===== config.mk =====
export PLATFORM = sky130hd
export DESIGN_NAME = spm_operand_sequencer
export DESIGN_NICKNAME = d
export VERILOG_FILES = /design/src/rtl/spm_operand_sequencer.sv
export SDC_FILE = /design/constraint.sdc
export NUM_CORES = 1
export LEC_CHECK = 0
export CAP_MARGIN = 25
export CORE_MARGIN = 5
export CORE_UTILIZATION = 45
export CTS_BUF_LIST = sky130_fd_sc_hd__clkbuf_2 sky130_fd_sc_hd__clkbuf_4 sky130_fd_sc_hd__clkbuf_8
export DETAILED_ROUTE_END_ITERATION = 8
export GPL_TIMING_DRIVEN = 0
export PLACE_DENSITY = 0.8
export SLEW_MARGIN = 0
export SYNTH_ARGS = -nofsm -noshare
export SYNTH_HDL_FRONTEND = slang
export SYNTH_SLANG_ARGS = --single-unit

===== constraint.sdc =====
create_clock -name clk -period 3.1 [get_ports clk]
set_clock_uncertainty 0.05 [all_clocks]
set_input_delay 0.62 -clock clk [delete_from_list [all_inputs] [get_ports clk]]
set_output_delay 0.62 -clock clk [all_outputs]
set_load 0.01 [all_outputs]

===== src/rtl/spm_operand_sequencer.sv =====
// Operand sequencer for a chain of serial-parallel multipliers: holds x, streams sign-extended y
// LSB first over 2*size cycles. Define SPM_CAPTURE_EN to also capture the serial product.
module spm_operand_sequencer #(
  parameter int unsigned size = 32
) (
  input  logic                clk,
  input  logic                rst,
  input  logic                in_valid,
  output logic                in_ready,
  input  logic [size-1:0]     x_in,
  input  logic [size-1:0]     y_in,
  output logic [size-1:0]     x_out,
  output logic                y_out,
  output logic                busy,
  output logic                done
`ifdef SPM_CAPTURE_EN
  ,
  input  logic                p_in,
  output logic [2*size-1:0]   product,
  output logic                prod_valid
`endif
);

  localparam int unsigned     CntW    = $clog2(2 * size) + 1;
  localparam logic [CntW-1:0] LastCnt = CntW'(2 * size - 1);

  typedef enum logic [1:0] {StIdle, StShift, StDone} state_e;

  state_e          state_q, state_d;
  logic [size-1:0] x_q, x_d;
  logic [size-1:0] yreg_q, yreg_d;
  logic [CntW-1:0] cnt_q, cnt_d;
  logic            accept;

  // in_ready is held low while rst is asserted so nothing is accepted during reset.
  assign in_ready = (state_q == StIdle) && !rst;
  assign accept   = in_valid && in_ready;

  always_comb begin
    state_d = state_q;
    x_d     = x_q;
    yreg_d  = yreg_q;
    cnt_d   = cnt_q;
    unique case (state_q)
      StIdle: begin
        if (accept) begin
          x_d     = x_in;
          yreg_d  = y_in;
          cnt_d   = '0;
          state_d = StShift;
        end
      end
      StShift: begin
        // Arithmetic shift: after size shifts the register holds pure sign bits.
        yreg_d = {yreg_q[size-1], yreg_q[size-1:1]};
        cnt_d  = cnt_q + CntW'(1);
        if (cnt_q == LastCnt) begin
          state_d = StDone;
        end
      end
      StDone: begin
        state_d = StIdle;
      end
      default: begin
        state_d = StIdle;
      end
    endcase
  end

  always_ff @(posedge clk or posedge rst) begin
    if (rst) begin
      state_q <= StIdle;
      x_q     <= '0;
      yreg_q  <= '0;
      cnt_q   <= '0;
    end else begin
      state_q <= state_d;
      x_q     <= x_d;
      yreg_q  <= yreg_d;
      cnt_q   <= cnt_d;
    end
  end

  assign x_out = x_q;
  assign y_out = (state_q == StShift) && yreg_q[0];
  assign busy  = (state_q != StIdle);
  assign done  = (state_q == StDone);

`ifdef SPM_CAPTURE_EN
  logic [2*size-1:0] prod_q, prod_d;
  logic              pv_q, pv_d;

  always_comb begin
    prod_d = prod_q;
    pv_d   = pv_q;
    if (accept) begin
      prod_d = '0;
      pv_d   = 1'b0;
    end
    // p_in lags y_out by one cycle: sample from the second SHIFT cycle through DONE.
    if ((state_q == StShift && cnt_q != '0) || state_q == StDone) begin
      prod_d = {p_in, prod_q[2*size-1:1]};
    end
    if (state_q == StDone) begin
      pv_d = 1'b1;
    end
  end

  always_ff @(posedge clk or posedge rst) begin
    if (rst) begin
      prod_q <= '0;
      pv_q   <= 1'b0;
    end else begin
      prod_q <= prod_d;
      pv_q   <= pv_d;
    end
  end

  assign product    = prod_q;
  assign prod_valid = pv_q;
`endif

endmodule


# After elaboration in Yosys (flattened, before gate mapping)
# Cells that the tools add are included.
[totals]
ram_bits = 0
rom_bits = 0
n_memories = 0
latch_bits = 0
register_bits = 73
output_inout_bits = 36
[op_classes]
shift = 0
n_lt_le_gt_ge = 0
muxes = 7
reduce_logical = 11
multipliers = 0
eq_ne = 5
add_sub_neg = 1
n_div = 0
n_bitwise = 1
[ops]
columns = ["op", "n"]
rows = [
  ["$pmux W32 S2", 1],
  ["$mux W32", 1],
  ["$pmux W7 S2", 1],
  ["$add A7 B1 Y7 const B", 1],
  ["$eq A7 B6 Y1 const B", 1],
  ["$mux W7", 1],
  ["$reduce_and A2 Y1", 3],
  ["$mux W2", 2],
  ["$ne A2 B2 Y1 const B", 2],
  ["$pmux W2 S2", 1],
  ["$reduce_bool A2 Y1", 2],
  ["$logic_and A1 B1 Y1", 3],
  ["$reduce_and A3 Y1", 1],
  ["$eq A2 B1 Y1 const B", 1],
  ["$eq A2 B2 Y1 const B", 1],
  ["$logic_not A2 Y1", 1],
  ["$logic_not A1 Y1", 1],
  ["$not A1 Y1", 1],
]

# Longest topological paths before layout
# Gate-level depths: netlist of run 1.
[depth]
word_depth = 5
ltp_mapped = 6
ltp_nobuf = 4

# Worst setup path after synthesis of run 1
# Ideal clock, no wire load.
[synth_path]
kind = "input to register"
from = "input rst"
to = "register x_q[10], in the netlist x_out[10]"
arrival_time_ns = 1.563
setup_ns = 0.117
cell_stages = 6
slack_ns = 1.370
required_ns = 2.933
path_cell_list = "or4b_1 -> buf_2 -> buf_6 -> buf_6 -> nand2_1 -> nand2_1"
[synth_between]
elab_chain_cells = 4
[synth_lines]
columns = ["item", "line_no", "rtl"]
rows = [
  ["start, declared", "7", "input logic rst,"],
  ["$logic_not A1 Y1 (no source line)", "--", ""],
  ["$logic_and A1 B1 Y1", "36", "assign in_ready = (state_q == StIdle) && !rst;"],
  ["$logic_and A1 B1 Y1", "37", "assign accept = in_valid && in_ready;"],
  ["$reduce_and A2 Y1 (no source line)", "--", ""],
  ["end signal, assigned", "73", "x_q <= '0;"],
  ["end signal, assigned", "78", "x_q <= x_d;"],
  ["end, declared", "30", "logic [size-1:0] x_q, x_d;"],
]
# Every way passes these cells.
# A chain may end at the register's enable or synchronous reset.

# Final worst setup path of run 1
[layout_path]
from = "register state_q[0]"
to = "output y_out"
[layout_between]
elab_chain_cells = 2
[layout_lines]
columns = ["item", "line_no", "rtl"]
rows = [
  ["start, declared", "29", "state_e state_q, state_d;"],
  ["start signal, assigned", "72", "state_q <= StIdle;"],
  ["start signal, assigned", "77", "state_q <= state_d;"],
  ["$eq A2 B1 Y1", "85", "assign y_out = (state_q == StShift) && yreg_q[0];"],
  ["$logic_and A1 B1 Y1", "85", ""],
  ["end, declared", "13", "output logic y_out,"],
]
# Every way passes these cells.

==> results of run 1 <==
==> how the worst min path moves through the flow <==
stage	start	endpoint	slack [ns]	cells after the start
4_1_cts	yreg_q[31]$_DFFE_PP0P_	yreg_q[31]$_DFFE_PP0P_	0.42	2
6_report	yreg_q[31]$_DFFE_PP0P_	yreg_q[31]$_DFFE_PP0P_	0.42	2
2_1_floorplan	yreg_q[31]$_DFFE_PP0P_	yreg_q[31]$_DFFE_PP0P_	0.39	2
5_1_grt	x_out[9]$_DFFE_PP0P_	x_out[9]$_DFFE_PP0P_	0.45	2
3_5_place_dp	yreg_q[31]$_DFFE_PP0P_	yreg_q[31]$_DFFE_PP0P_	0.41	2
3_3_place_gp	yreg_q[0]$_DFFE_PP0P_	yreg_q[0]$_DFFE_PP0P_	0.40	1
==> worst max-delay path, stage by stage, from the launching register on <==
cell                              delay [ns]
sky130_fd_sc_hd__dfrtp_1                0.41
sky130_fd_sc_hd__nor2b_1                0.19
sky130_fd_sc_hd__buf_2                  0.24
sky130_fd_sc_hd__and2_1                 0.15
sky130_fd_sc_hd__clkdlybuf4s50_1        0.56
==> cells by family (layout without fill, tap and decap cells) <==
group           count (synthesis)  count (layout)  synth area share [%]
fa+ha+maj                       1               1                 0.410
mux                             1               1                 0.328
compound gates                 44              44                  10.7
buf+inv                        24             142                  4.26
simple gates                  179             179                  24.5
flops                          73              73                  59.9
==> registers in the layout, summed over array words and instances (netlist names) <==
signal and flops:
x_out 32, cnt_q 7, state_q 2, yreg_q 32
==> routing by layer <==
metal  wire length [um]  global-route usage (%)
met5                  0                       0
met4                103                    8.04
met3                435                    3.74
met2               3790                    31.7
met1               3330                    24.1
==> cell usage in the layout (no fill, tap or decap), drive strengths merged, types with 2 or more instances in the layout <==
cell type        n
a21oi            2
o21ai            4
a22oi           30
nor2             2
dfrtp           73
clkinv           3
nand2          132
clkbuf          11
nand3           34
o21ba            2
clkdlybuf4s50  102
bufinv           2
nor2b            2
buf             22
==> synthesized netlist by cell type <==
master	instances	area [um^2]
sky130_fd_sc_hd__o31ai_1	1	7.51
sky130_fd_sc_hd__clkbuf_1	1	3.75
sky130_fd_sc_hd__dfrtp_1	73	1830
sky130_fd_sc_hd__o21ai_0	4	20.0
sky130_fd_sc_hd__or2_2	1	6.26
sky130_fd_sc_hd__a21o_1	1	7.51
sky130_fd_sc_hd__a22o_1	1	8.76
sky130_fd_sc_hd__nand3_1	34	170
sky130_fd_sc_hd__a21oi_1	2	10.0
sky130_fd_sc_hd__buf_1	5	18.8
sky130_fd_sc_hd__and3_1	1	6.26
sky130_fd_sc_hd__mux2i_1	1	10.0
sky130_fd_sc_hd__nor4b_1	1	8.76
sky130_fd_sc_hd__nor3_1	1	5.00
sky130_fd_sc_hd__buf_6	3	33.8
sky130_fd_sc_hd__ha_1	1	12.5
sky130_fd_sc_hd__nand4_1	1	6.26
sky130_fd_sc_hd__and2_1	1	6.26
sky130_fd_sc_hd__inv_1	1	3.75
sky130_fd_sc_hd__nand2b_1	1	6.26
sky130_fd_sc_hd__or4b_1	1	10.0
sky130_fd_sc_hd__a211o_1	1	8.76
sky130_fd_sc_hd__nor2_1	2	7.51
sky130_fd_sc_hd__a22oi_1	30	225
sky130_fd_sc_hd__o21ba_2	2	20.0
sky130_fd_sc_hd__o211ai_1	1	7.51
sky130_fd_sc_hd__buf_2	14	70.1
sky130_fd_sc_hd__o211a_1	1	10.0
sky130_fd_sc_hd__nand2_1	132	495
sky130_fd_sc_hd__nor2b_1	2	12.5
sky130_fd_sc_hd__nor4_1	1	6.26
==> cell type report <==
cell class	instances	area, um^2	area share [%]
Buffer	23	126	2.88
Clock buffer	10	131	2.99
Inverter	1	6.26	0.143
Clock inverter	6	82.6	1.88
Multi-Input combinational cell	225	1090	24.9
Timing Repair Buffer	102	1020	23.3
Sequential cell	73	1830	41.6
Tap cell	80	100	2.28
==> power by group <==
group	internal, mW	total (mW)	switching [mW]
combinational	0.797	1.54	0.738
clock	0.458	0.812	0.354
sequential	1.39	1.63	0.240
total	2.64	3.97	1.33
==> metrics by stage <==
step                setup WS, ns  TNS (ns)  instances
global route               0.420         0        520
global placement          -0.674    -49.07        504
detailed placement         0.589         0        504
floorplan                  0.577         0        322
finish                     0.552         0        520
CTS                        0.528         0        520
==> impl_summary.log, run 1 <==
[metrics] overall overflow remaining after global route: 0
[metrics] detail-routed via count per cell: 5.23
[metrics] Critical Path Source Type: flop
[metrics] final net count: 503
[metrics] maximum number of pins on one net before global-route repair: 74
[metrics] detailed-route wire length per cell: 14.7 um
[metrics] synthesized area per cell: 9.48 um^2
[metrics] reg2reg path depth: 5
[metrics] gate count of the mapped netlist: around 320
[metrics] Max Slew Vio Count: 0
[metrics] final setup violation count: 0
[metrics] Post-Route Utilization: about two thirds
[metrics] worst-case hold slack: 0.419 ns
[metrics] starting density of the core: a little under half
[metrics] reg2reg end: yreg_q[17]$_DFFE_PP0P_
[metrics] detailed-router iteration count before antenna repair: 4
[metrics] area delta synth->final: 43.8%
[metrics] fraction of final layout cells with drive strength greater than 1: under 10%
[metrics] Tcrit/Tclk final: 82.2%
[metrics] # hold bufs at CTS: 0
[metrics] area after detailed placement: 0.00418 mm^2
[metrics] RSZ-0062 raised after global routing: no
[metrics] outcome: finished, final reports clean
[metrics] detailed placer's ending HPWL: 5480 um
[metrics] Max Cap Viol: 0
[metrics] kind of capture point of the worst setup path: output port
[metrics] top fanout value on the critical path: 10
[metrics] Netlist cell types: 31
[metrics] type of the setup path with the least slack: reg2out
[metrics] number of failing hold endpoints at the final stage: 0
[metrics] final design instance area without fill: around 0.0044 mm^2
[metrics] Die Outline Area: roughly 0.0085 mm^2
[metrics] max-slew headroom at the worst pin: 41.3%
[metrics] Clock Sinks: 73
[metrics] TritonCTS clock tree: done
[metrics] worst setup path endpoint: y_out
[metrics] Placeable Area: 0.00668 mm^2
[metrics] number of fill cells: approximately 570
[metrics] number of buffers inserted by port buffering: 102
[metrics] buffers from clock root to sink, at most: 2
[metrics] clock input transition at the sequential cells of the worst setup and hold paths: 0.07 ns
[metrics] post-detailed-route DRC marker count: 0
[metrics] yosys warns: 0
[metrics] initial antenna violation count: 0
[metrics] sequential area share after synthesis: 59.9%
[metrics] via count of the first global-routing pass: 2720
[metrics] arrival time of data at the critical path endpoint: 1.88 ns
[metrics] top achievable clock speed: ~390 MHz
[metrics] Post-CTS Setup Bufs: 0
[metrics] leak pwr: roughly 2.1 nW
[metrics] # resized after CTS: 0
[metrics] number of antenna-violating nets in the routed design: 0
[metrics] Routability Congestion: 0.805
[metrics] I/O pins: approximately 100
[metrics] synthesis-stage register bit count: 73
[metrics] reg-to-reg slack, setup: 1.39 ns
[metrics] die height: slightly above 90 um
[metrics] Synth Cell Area: 0.00305 mm^2
[metrics] worst hold path class: reg2reg
[metrics] combined global-route utilization of all metal layers: 19.0%
[metrics] wire length of the first global-routing pass: approximately 13000 um
[metrics] clock period minus final worst setup slack: 2.55 ns
[metrics] Max VDD drop: about 0.55 mV
[metrics] cell row count: 30
[metrics] Power per Cell Area: 906 mW/mm^2
[metrics] number of antenna diodes: 0
[metrics] synthesized netlist net count: 390
[metrics] transition at the pin with the smallest max-transition slack: 0.881 ns
[metrics] vias after detailed routing: 2718
[metrics] clock tree root buffer cell: sky130_fd_sc_hd__clkbuf_8
[metrics] WL final: 7660 um
[metrics] Clk Latency, worst-skew pair: 0.34 ns
[metrics] total design power: 3.97 mW
[metrics] DRT iter0 DRCs: 134
[metrics] number of levels in the clock H-tree: 3
[metrics] die extent in x: 92.4 um
[metrics] critical path required time: 2.43 ns
[metrics] critical register-to-register path startpoint: state_q[0]$_DFFE_PP0P_
[metrics] Inserted Clock Buffers: 9
[metrics] Crit. Startpoint: state_q[0]$_DFFE_PP0P_
Note: power is estimated with default switching activity, not from simulation.
==> inputs of run 2 (changes only) <==
==> constraint.sdc (replaced) <==
create_clock -name clk -period 2.4 [get_ports clk]
set_clock_uncertainty 0.05 [all_clocks]
set_input_delay 0.48 -clock clk [delete_from_list [all_inputs] [get_ports clk]]
set_output_delay 0.48 -clock clk [all_outputs]
set_load 0.01 [all_outputs]
==> run 2 against run 1 <==
  * Worst setup slack worse by 0.44 ns
  * Routed wire length is 0.47% lower
  * Cell count is 0.19% higher
  * Hold slack hardly changed
  * Non-clock buffer count is 1 higher
  * Sequential share of layout area is 0.15 points lower
==> impl_summary.log, run 2 (synthesis results as in run 1) <==
[metrics] max-slew headroom at the worst pin: between 40% and 50%
[metrics] reg2reg path depth: 6
[metrics] top fanout value on the critical path: 10
[metrics] Die Outline Area: 0.00853 mm^2
[metrics] footprint of the multi-input gates: 0.00110 mm^2
[metrics] wire length of the first global-routing pass: ~13000 um
[metrics] die extent in x: roughly 92 um
[metrics] Clk Latency, worst-skew pair: 0.35 ns
[metrics] clock input transition at the sequential cells of the worst setup and hold paths: 0.07 ns
[metrics] final setup violation count: 0
[metrics] # hold bufs at CTS: 0
[metrics] number of antenna-violating nets in the routed design: 0
[metrics] transition at the pin with the smallest max-transition slack: slightly below 0.9 ns
[metrics] clock tree root buffer cell: sky130_fd_sc_hd__clkbuf_8
[metrics] cell row count: 30
[metrics] detail-routed via count per cell: 5.21
[metrics] area delta synth->final: 44.4%
[metrics] clock period minus final worst setup slack: 2.29 ns
[metrics] placed instance count: 504
[metrics] detailed-router iteration count before antenna repair: 4
[metrics] worst hold path class: reg2reg
[metrics] crit-path leading delay family: buffers and inverters
[metrics] overall overflow remaining after global route: 0
[metrics] met1 layer wirelength in the final routing: between 3000 and 4000 um
[metrics] detailed placer's ending HPWL: 5480 um
[metrics] number of failing hold endpoints at the final stage: 0
[metrics] die height: 92.4 um
[metrics] Max Slew Vio Count: 0
[metrics] total length of routed met3 wires: 457 um
[metrics] Worst Path Buf+Inv: 2
[metrics] arrival time of data at the critical path endpoint: 1.76 ns
[metrics] final net count: 504
[metrics] buffers from clock root to sink, at most: 2
[metrics] Final Non-Filler Cells: 521
[metrics] leak pwr: ~2.2 nW
[metrics] Power per Cell Area: around 1200 mW/mm^2
[metrics] Max VDD drop: 0.706 mV
[metrics] Routability Congestion: 0.805
[metrics] I/O pins: about 100
[metrics] via count of the first global-routing pass: 2720
[metrics] starting density of the core: 45.7%
[metrics] number of antenna diodes: 0
[metrics] final design instance area without fill: 0.00441 mm^2
[metrics] RSZ-0062 raised after global routing: no
[metrics] Worst path depth: 4
[metrics] vias after detailed routing: 2715
[metrics] DRT iter0 DRCs: 149
[metrics] peak per-stage delay on the critical path: 0.56 ns
[metrics] topmost layer with routed signal wires: met4
[metrics] number of fill cells: around 570
[metrics] commonest cells after routing, fill and taps aside: 132 x sky130_fd_sc_hd__nand2_1, 102 x sky130_fd_sc_hd__clkdlybuf4s50_1, 73 x sky130_fd_sc_hd__dfrtp_1
[metrics] list of cells traversed by the critical path: nor2b_2 > buf_6 > and2_1 > clkdlybuf4s50_1
[metrics] TritonCTS clock tree: done
[metrics] maximum number of pins on one net before global-route repair: 74
[metrics] outcome: finished, final reports clean
[metrics] number of levels in the clock H-tree: 3
[metrics] area taken by flip-flops and latches: 0.00183 mm^2
[metrics] initial antenna violation count: 0
[metrics] Critical Path Source Type: flop
[metrics] critical-path cell with the highest stage delay: sky130_fd_sc_hd__clkdlybuf4s50_1
[metrics] Max Cap Viol: 0
[metrics] WL final: 7620 um
[metrics] Inserted Clock Buffers: 9
[metrics] combined global-route utilization of all metal layers: 19.0%
[metrics] number of buffers inserted by port buffering: between 100 and 150
[metrics] critical path required time: 1.87 ns
[metrics] area after detailed placement: 0.00418 mm^2
[metrics] Placeable Area: ~0.0067 mm^2
[metrics] aggregate negative setup slack: 0 ns
[metrics] Clock Sinks: 73
[metrics] type of the setup path with the least slack: reg2out
[metrics] Tcrit/Tclk final: 95.5%
[metrics] worst hold path stage count: 2
[metrics] kind of capture point of the worst setup path: output port
[metrics] detailed-route wire length per cell: 14.6 um
[metrics] most common cell after layout, fill and taps aside: sky130_fd_sc_hd__nand2_1
[metrics] wire length on met2: 3800 um
[metrics] post-detailed-route DRC marker count: 0
[metrics] fraction of final layout cells with drive strength greater than 1: under 10%
[metrics] top achievable clock speed: ~440 MHz
[run 2: changes by cell type in the layout (fill, tap and decap cells not counted), sizes merged]
cell	change
buf	+1
[run 2: power breakdown]
| part | switching (mW) | internal (mW) |
|---|---|---|
| sequential | 0.305 | 1.79 |
| clock | 0.459 | 0.592 |
| combinational | 0.958 | 1.05 |
| total | 1.72 | 3.43 |
[run 2: metrics by stage]
step                power [mW]  setup WS, ns  utilization (%)  hold slack, ns
detailed placement        4.12         0.125             62.5           0.407
floorplan                 3.13        0.0167                -           0.388
global route              5.54        0.0138             65.9           0.446
global placement          4.03         -1.23             62.5           0.400
finish                    5.15         0.107             65.9           0.419
CTS                       5.18        0.0180             65.7           0.424
[run 2: final timing paths]
kind                                              from                      to  slack, ns
worst max-delay path            state_q[1]$_DFFE_PP0P_                   y_out       0.11
worst min-delay path            yreg_q[31]$_DFFE_PP0P_  yreg_q[31]$_DFFE_PP0P_       0.42
worst max register to register  state_q[0]$_DFFE_PP0P_  yreg_q[17]$_DFFE_PP0P_       0.58
worst min register to register  yreg_q[31]$_DFFE_PP0P_  yreg_q[31]$_DFFE_PP0P_       0.42
max in group asynchronous                          rst  yreg_q[10]$_DFFE_PP0P_       1.03
min in group asynchronous                          rst   x_out[22]$_DFFE_PP0P_       0.72
[run 2: layout make-up]
cell class | count | area share (%)
plain buffers | 23 | 3.01
clock buffers | 10 | 2.98
inverters | 1 | 0.142
clock inverters | 6 | 1.87
flip-flops and latches | 73 | 41.5
repair buffers | 103 | 23.3
multi-input cells | 225 | 24.9
well taps | 80 | 2.27
[run 2: worst register-to-register path, stage by stage (launching register included)]
cell	delay, ns
sky130_fd_sc_hd__dfrtp_1	0.40
sky130_fd_sc_hd__buf_4	0.15
sky130_fd_sc_hd__nor4b_1	0.38
sky130_fd_sc_hd__buf_2	0.30
sky130_fd_sc_hd__buf_2	0.27
sky130_fd_sc_hd__a22oi_1	0.13
sky130_fd_sc_hd__nand2_1	0.09
[run 2: repair_timing]
action / 4_1_cts / 5_1_grt
gates resized for setup: 1 / 2
setup buffers: 0 / 1
endpoints found under the setup margin: 1 / 1
[run 2: routing by layer]
layer | up-vias | track usage, %
met4 | 0 | 8.04
li1 | 1310 | -
met2 | 90 | 31.7
met5 | - | 0
met3 | 12 | 3.74
met1 | 1303 | 24.1
